File: config.mk
export PLATFORM = sky130hd
export DESIGN_NAME = tx_arbiter
export DESIGN_NICKNAME = d
export VERILOG_FILES = /design/src/rtl/tx_arbiter.sv
export SDC_FILE = /design/constraint.sdc
export NUM_CORES = 1
export LEC_CHECK = 0
export BUFFER_PORTS_ARGS = -buffer_cell sky130_fd_sc_hd__buf_2
export CAP_MARGIN = 0
export CORE_MARGIN = 1
export CORE_UTILIZATION = 49
export CTS_CLUSTER_DIAMETER = 50
export CTS_CLUSTER_SIZE = 24
export DETAILED_ROUTE_END_ITERATION = 10
export PLACE_DENSITY_LB_ADDON = 0.25
export SLEW_MARGIN = 20
export SYNTH_ARGS = -nofsm -noshare
export SYNTH_HDL_FRONTEND = slang
export SYNTH_SLANG_ARGS = --single-unit
File: constraint.sdc
create_clock -name clk -period 2.5 [get_ports clk]
set_clock_uncertainty 0.2 [all_clocks]
set_input_delay 0.125 -clock clk [delete_from_list [all_inputs] [get_ports clk]]
set_output_delay 0.125 -clock clk [all_outputs]
set_load 0.03 [all_outputs]
File: src/rtl/tx_arbiter.sv
`default_nettype none
// ---------------------------------------------------------------------------
// tx_arbiter : round-robin launcher sharing one serial frame transmitter
// Revision   : 1.0
// ---------------------------------------------------------------------------
module tx_arbiter #(
  parameter int N_REQ   = 4,
  parameter int DATA_W  = 8,
  parameter int TIMEOUT = 1024
) (
  input  logic                      clk,
  input  logic                      rst_n,
  input  logic [N_REQ-1:0]          req,
  input  logic [N_REQ*DATA_W-1:0]   data_in,
  input  logic [N_REQ-1:0]          parity_en_in,
  input  logic                      tx_done,
  output logic [N_REQ-1:0]          ack,
  output logic                      tx_start,
  output logic [DATA_W-1:0]         tx_data,
  output logic                      tx_parity,
  output logic [$clog2(N_REQ)-1:0]  grant_id,
  output logic                      busy,
  output logic                      err
);

  localparam int ID_W  = $clog2(N_REQ);
  localparam int TMR_W = $clog2(TIMEOUT);

  typedef enum logic [1:0] {
    S_IDLE      = 2'd0,
    S_LAUNCH    = 2'd1,
    S_WAIT_DONE = 2'd2
  } state_t;

  state_t            r_state;
  logic [ID_W-1:0]   r_last;
  logic [TMR_W-1:0]  r_timer;

  logic              w_found;
  logic [ID_W-1:0]   w_winner;
  logic [ID_W:0]     w_sum;

  // Search last+1, last+2, ... with wrap; first requester found wins.
  always_comb begin
    w_found  = 1'b0;
    w_winner = '0;
    w_sum    = '0;
    for (int i = 1; i <= N_REQ; i++) begin
      w_sum = {1'b0, r_last} + (ID_W+1)'(i);
      if (w_sum >= (ID_W+1)'(N_REQ)) begin
        w_sum = w_sum - (ID_W+1)'(N_REQ);
      end
      if (!w_found && req[w_sum[ID_W-1:0]]) begin
        w_found  = 1'b1;
        w_winner = w_sum[ID_W-1:0];
      end
    end
  end

  always_ff @(posedge clk) begin
    if (!rst_n) begin
      r_state   <= S_IDLE;
      r_last    <= ID_W'(N_REQ-1);
      r_timer   <= '0;
      ack       <= '0;
      tx_start  <= 1'b0;
      tx_data   <= '0;
      tx_parity <= 1'b0;
      grant_id  <= '0;
      busy      <= 1'b0;
      err       <= 1'b0;
    end else begin
      ack      <= '0;
      tx_start <= 1'b0;
      err      <= 1'b0;
      case (r_state)
        S_IDLE: begin
          if (w_found) begin
            ack       <= {{(N_REQ-1){1'b0}}, 1'b1} << w_winner;
            tx_data   <= data_in[w_winner*DATA_W +: DATA_W];
            tx_parity <= parity_en_in[w_winner];
            grant_id  <= w_winner;
            r_last    <= w_winner;
            busy      <= 1'b1;
            r_state   <= S_LAUNCH;
          end
        end
        // LAUNCH spans the ack cycle and the tx_start cycle; tx_done is
        // ignored in both, and the timer starts with the first wait cycle.
        S_LAUNCH: begin
          if (!tx_start) begin
            tx_start <= 1'b1;
          end else begin
            r_timer <= '0;
            r_state <= S_WAIT_DONE;
          end
        end
        S_WAIT_DONE: begin
          if (tx_done) begin
            busy    <= 1'b0;
            r_state <= S_IDLE;
          end else if (r_timer == TMR_W'(TIMEOUT-1)) begin
            busy    <= 1'b0;
            err     <= 1'b1;
            r_state <= S_IDLE;
          end else begin
            r_timer <= r_timer + 1'b1;
          end
        end
        default: begin
          busy    <= 1'b0;
          r_state <= S_IDLE;
        end
      endcase
    end
  end

endmodule
`default_nettype wire

==> run_results.csv <==
group,metric,value,unit
synthesis,synth_edf_count,0,
floorplanning,core-area,3103,µm²
placed_design,gp_routability_congestion,0.9453,
sta,setup-violations-final,0,
placed_design,dp_hpwl,2.641,mm
synthesis,synth_flop_cell,"dfxtp_1",
critical_path,rr_endpoint,"tx_data[6]$_SDFFE_PN0P_",
critical_path,critPathTopFamily,"compound AO/OA/AOI/OAI gates",
floorplanning,die_h,59.86,µm
final_layout,drive_above_1_share,0.3402,
run,maxCapViolCount,0,
route,drtAntennaViolNets,0,
sta,post-route-period-util,0.9014,
route,drtIter0Drc,56,
critical_path,endpoint_kind,"flop",
critical_path,r2r_cells,5,
clock_network,clk_latency,340,ps
sta,setup_tns,0,ps
sta,finalHoldViolations,0,
floorplanning,num_io_pins,61,
final_layout,antenna_cells,0,
power,ir_drop,0.4445,mV
route,num_vias,1502,
clock_network,tritoncts,"built",
critical_path,r2r_slack,250,ps
critical_path,crit_path_cell_trace,"nand2b_1 > o21ai_0 > a211oi_4 > mux2_2 > o22ai_1",
synthesis,yosysSeqAreaShare,0.3905,
critical_path,critPathMaxFanout,10,
route,drt-wirelength-per-cell,12.59,µm
synthesis,synth_nets,221,
route,drc,0,
final_layout,synthToLayoutAreaGrowth,26.32,%
synthesis,synth_warnings,0,
global_routing,grt_pass1_wl,6.120,mm
synthesis,synth.distinct_cells,42,
synthesis,synth-async-reset-ratio,0,
clock_network,post_cts_buffers,0,
clock_network,cts_root_buf,"clkbuf_4",
global_routing,grt_overflow,0,
critical_path,path_class,"reg -> reg",
final_layout,nNetsFinal,287,
clock_network,cts.sinks,32,
critical_path,critPathBufInv,0,
critical_path,worstReg2RegStart,"r_last[0]$_SDFFE_PN1P_",
route,firstDrtPassIters,4,
critical_path,critical_path_required,2560,ps
global_routing,grt_pass1_vias,1415,
sta,max_slew_margin,0.5980,
worst_hold_path,min_from,"req[0]",
synthesis,ys_ff_latch,32,
sta,drv_slew,0,
route,totalWireLength,3.627,mm
final_layout,n_fill_cell,296,
floorplanning,die_area,3583,µm²
sta,tightest_slew,601.1,ps
clock_network,clockBufferDepth,2,
critical_path,crit_path_start_kind,"flop",
power,power_density,714.6,nW/µm²
worst_hold_path,hold_depth,3,
critical_path,slowest_delay,610,ps
placed_design,io_buffer_count,60,
placed_design,post_dp_cell_area,1983,µm²
worst_hold_path,holdPathEnd,"ack[2]$_SDFF_PN0_",
critical_path,cp.arrival,2320,ps
synthesis,syn_inst,177,
synthesis,synth_area_per_cell,9.267,µm²
sta,timing.fmax,0.4437,GHz
global_routing,antenna_found_initial,0,
final_layout,seq_area,640.6,µm²
worst_hold_path,hp-class,"in -> reg",
synthesis,syn_area,1640,µm²
route,viasPerCell,5.215,
outcome,outcome,"finished clean",
floorplanning,die_w,59.86,µm
floorplanning,fp-row-count,20,
final_layout,multiInputGateArea,957.2,µm²
sta,fin_crit,2254,ps
global_routing,grt_usage,0.2341,
clock_network,cts-htree-levels,2,
sta,rsz0062_at_grt,"no",
critical_path,crit_slowest_cell,"a211oi_4",
global_routing,grt_max_degree,23,
power,leakagePower,0.9129,nW
clock_network,clk_pin_slew,90,ps
clock_network,cts_buffers,5,
floorplanning,start_util,0.5286,
final_layout,final_area,2072,µm²
==> routing by layer <==
| metal | vias up | global-route usage | routed length, µm |
|---|---|---|---|
| li1 | 779 | - | - |
| met1 | 660 | 0.2941 | 1753 |
| met2 | 54 | 0.3651 | 1623 |
| met3 | 9 | 0.07792 | 190 |
| met4 | 0 | 0.09967 | 59 |
| met5 | - | 0 | 0 |
==> cell families (layout without fill, tap and decap cells) <==
| group | count (synthesis) | count (layout) | share of synthesized area |
|---|---|---|---|
| adder cells (fa/ha/maj) | 1 | 1 | 0.007627 |
| flip-flops | 32 | 32 | 0.3905 |
| buffers and inverters | 9 | 76 | 0.03051 |
| XOR/XNOR | 7 | 7 | 0.03738 |
| multiplexers | 27 | 27 | 0.1762 |
| AND/OR/NAND/NOR | 68 | 68 | 0.2075 |
| AO/OA/AOI/OAI | 33 | 33 | 0.1503 |
==> where the power goes <==
group | leakage, nW | internal (mW) | switching, mW | total (mW)
Sequential | 0.262 | 0.577 | 0.0503 | 0.627
Combinational | 0.618 | 0.230 | 0.312 | 0.542
Clock | 0.0326 | 0.139 | 0.172 | 0.311
Total | 0.913 | 0.946 | 0.535 | 1.48
==> placed cells by master, fill, tap and decap left out, types with 3 or more instances in the layout <==
cell	n
a21oi_1	5
nor2_1	13
dfxtp_1	32
o22ai_1	8
mux2i_1	18
and2_1	3
xnor2_1	7
nand3_1	10
dlygate4sd3_1	3
buf_2	60
buf_4	3
a211oi_1	3
nor3_1	6
a21boi_0	3
clkbuf_4	5
nand2b_1	3
o21ai_0	5
nand2_1	19
mux2_2	7
==> per-stage QoR <==
step / setup WS [ps] / instances / total power [mW] / utilization / hold slack, ps
after CTS: 245.7 / 288 / 1.486 / 0.6677 / 4.114
after detailed placement: 258.8 / 277 / 1.174 / 0.6391 / 254.5
final: 246.4 / 288 / 1.481 / 0.6677 / 24.69
after global placement: 369.4 / 277 / 1.170 / 0.6391 / 251.3
after global routing: 53.65 / 288 / 1.567 / 0.6677 / 27.22
after floorplan: 561.0 / 177 / 1.037 / - / 104.2
==> Yosys cell counts, drive strengths merged, types with 2 or more instances <==
master  number  share of area
mux2         9          0.066
buf          2          0.014
nor2        13          0.030
a21oi        5          0.015
xnor2        7          0.037
mux2i       18           0.11
nor3         6          0.018
a211oi       5          0.034
nand2b       3          0.011
a21boi       3          0.014
inv          2         0.0046
nand2       19          0.043
nor4         2         0.0076
clkbuf       5          0.012
a211o        2          0.011
dfxtp       32           0.39
nand3       10          0.031
and2         3          0.011
o22ai        9          0.038
o21ai        5          0.015
==> worst max path at each step <==
stage,startpoint,to,cells after the start
4_1_cts,r_last[0]$_SDFFE_PN1P_,tx_data[6]$_SDFFE_PN0P_,5
3_5_place_dp,r_last[0]$_SDFFE_PN1P_,tx_data[6]$_SDFFE_PN0P_,5
6_report,r_last[0]$_SDFFE_PN1P_,tx_data[6]$_SDFFE_PN0P_,5
3_3_place_gp,r_last[0]$_SDFFE_PN1P_,tx_data[2]$_SDFFE_PN0P_,5
2_1_floorplan,r_last[0]$_SDFFE_PN1P_,tx_data[7]$_SDFFE_PN0P_,5
5_1_grt,r_last[0]$_SDFFE_PN1P_,tx_data[4]$_SDFFE_PN0P_,5
==> tightest hold or removal path: cells and delay by family <==
kind          cells  cell delay (ps)
buf+inv           1              110
simple gates      2              270
==> cell type report <==
| type | count | area share |
|---|---|---|
| multi-input cells | 136 | 0.4620 |
| flip-flops and latches | 32 | 0.3092 |
| repair buffers | 66 | 0.1703 |
| clock buffers | 8 | 0.02838 |
| well taps | 44 | 0.02657 |
| inverters | 2 | 0.003623 |
==> registers in the layout (all words and copies together) (netlist names) <==
name       count
r_timer       10
tx_data        8
ack            4
grant_id       2
r_last         2
r_state        2
busy           1
err            1
tx_parity      1
tx_start       1
==> timing repair <==
item,4_1_cts,5_1_grt
hold endpoints to repair,5,0
hold buffers,3,0
gates resized for setup,0,0
No activity file was read; power rests on OpenSTA's default activity.
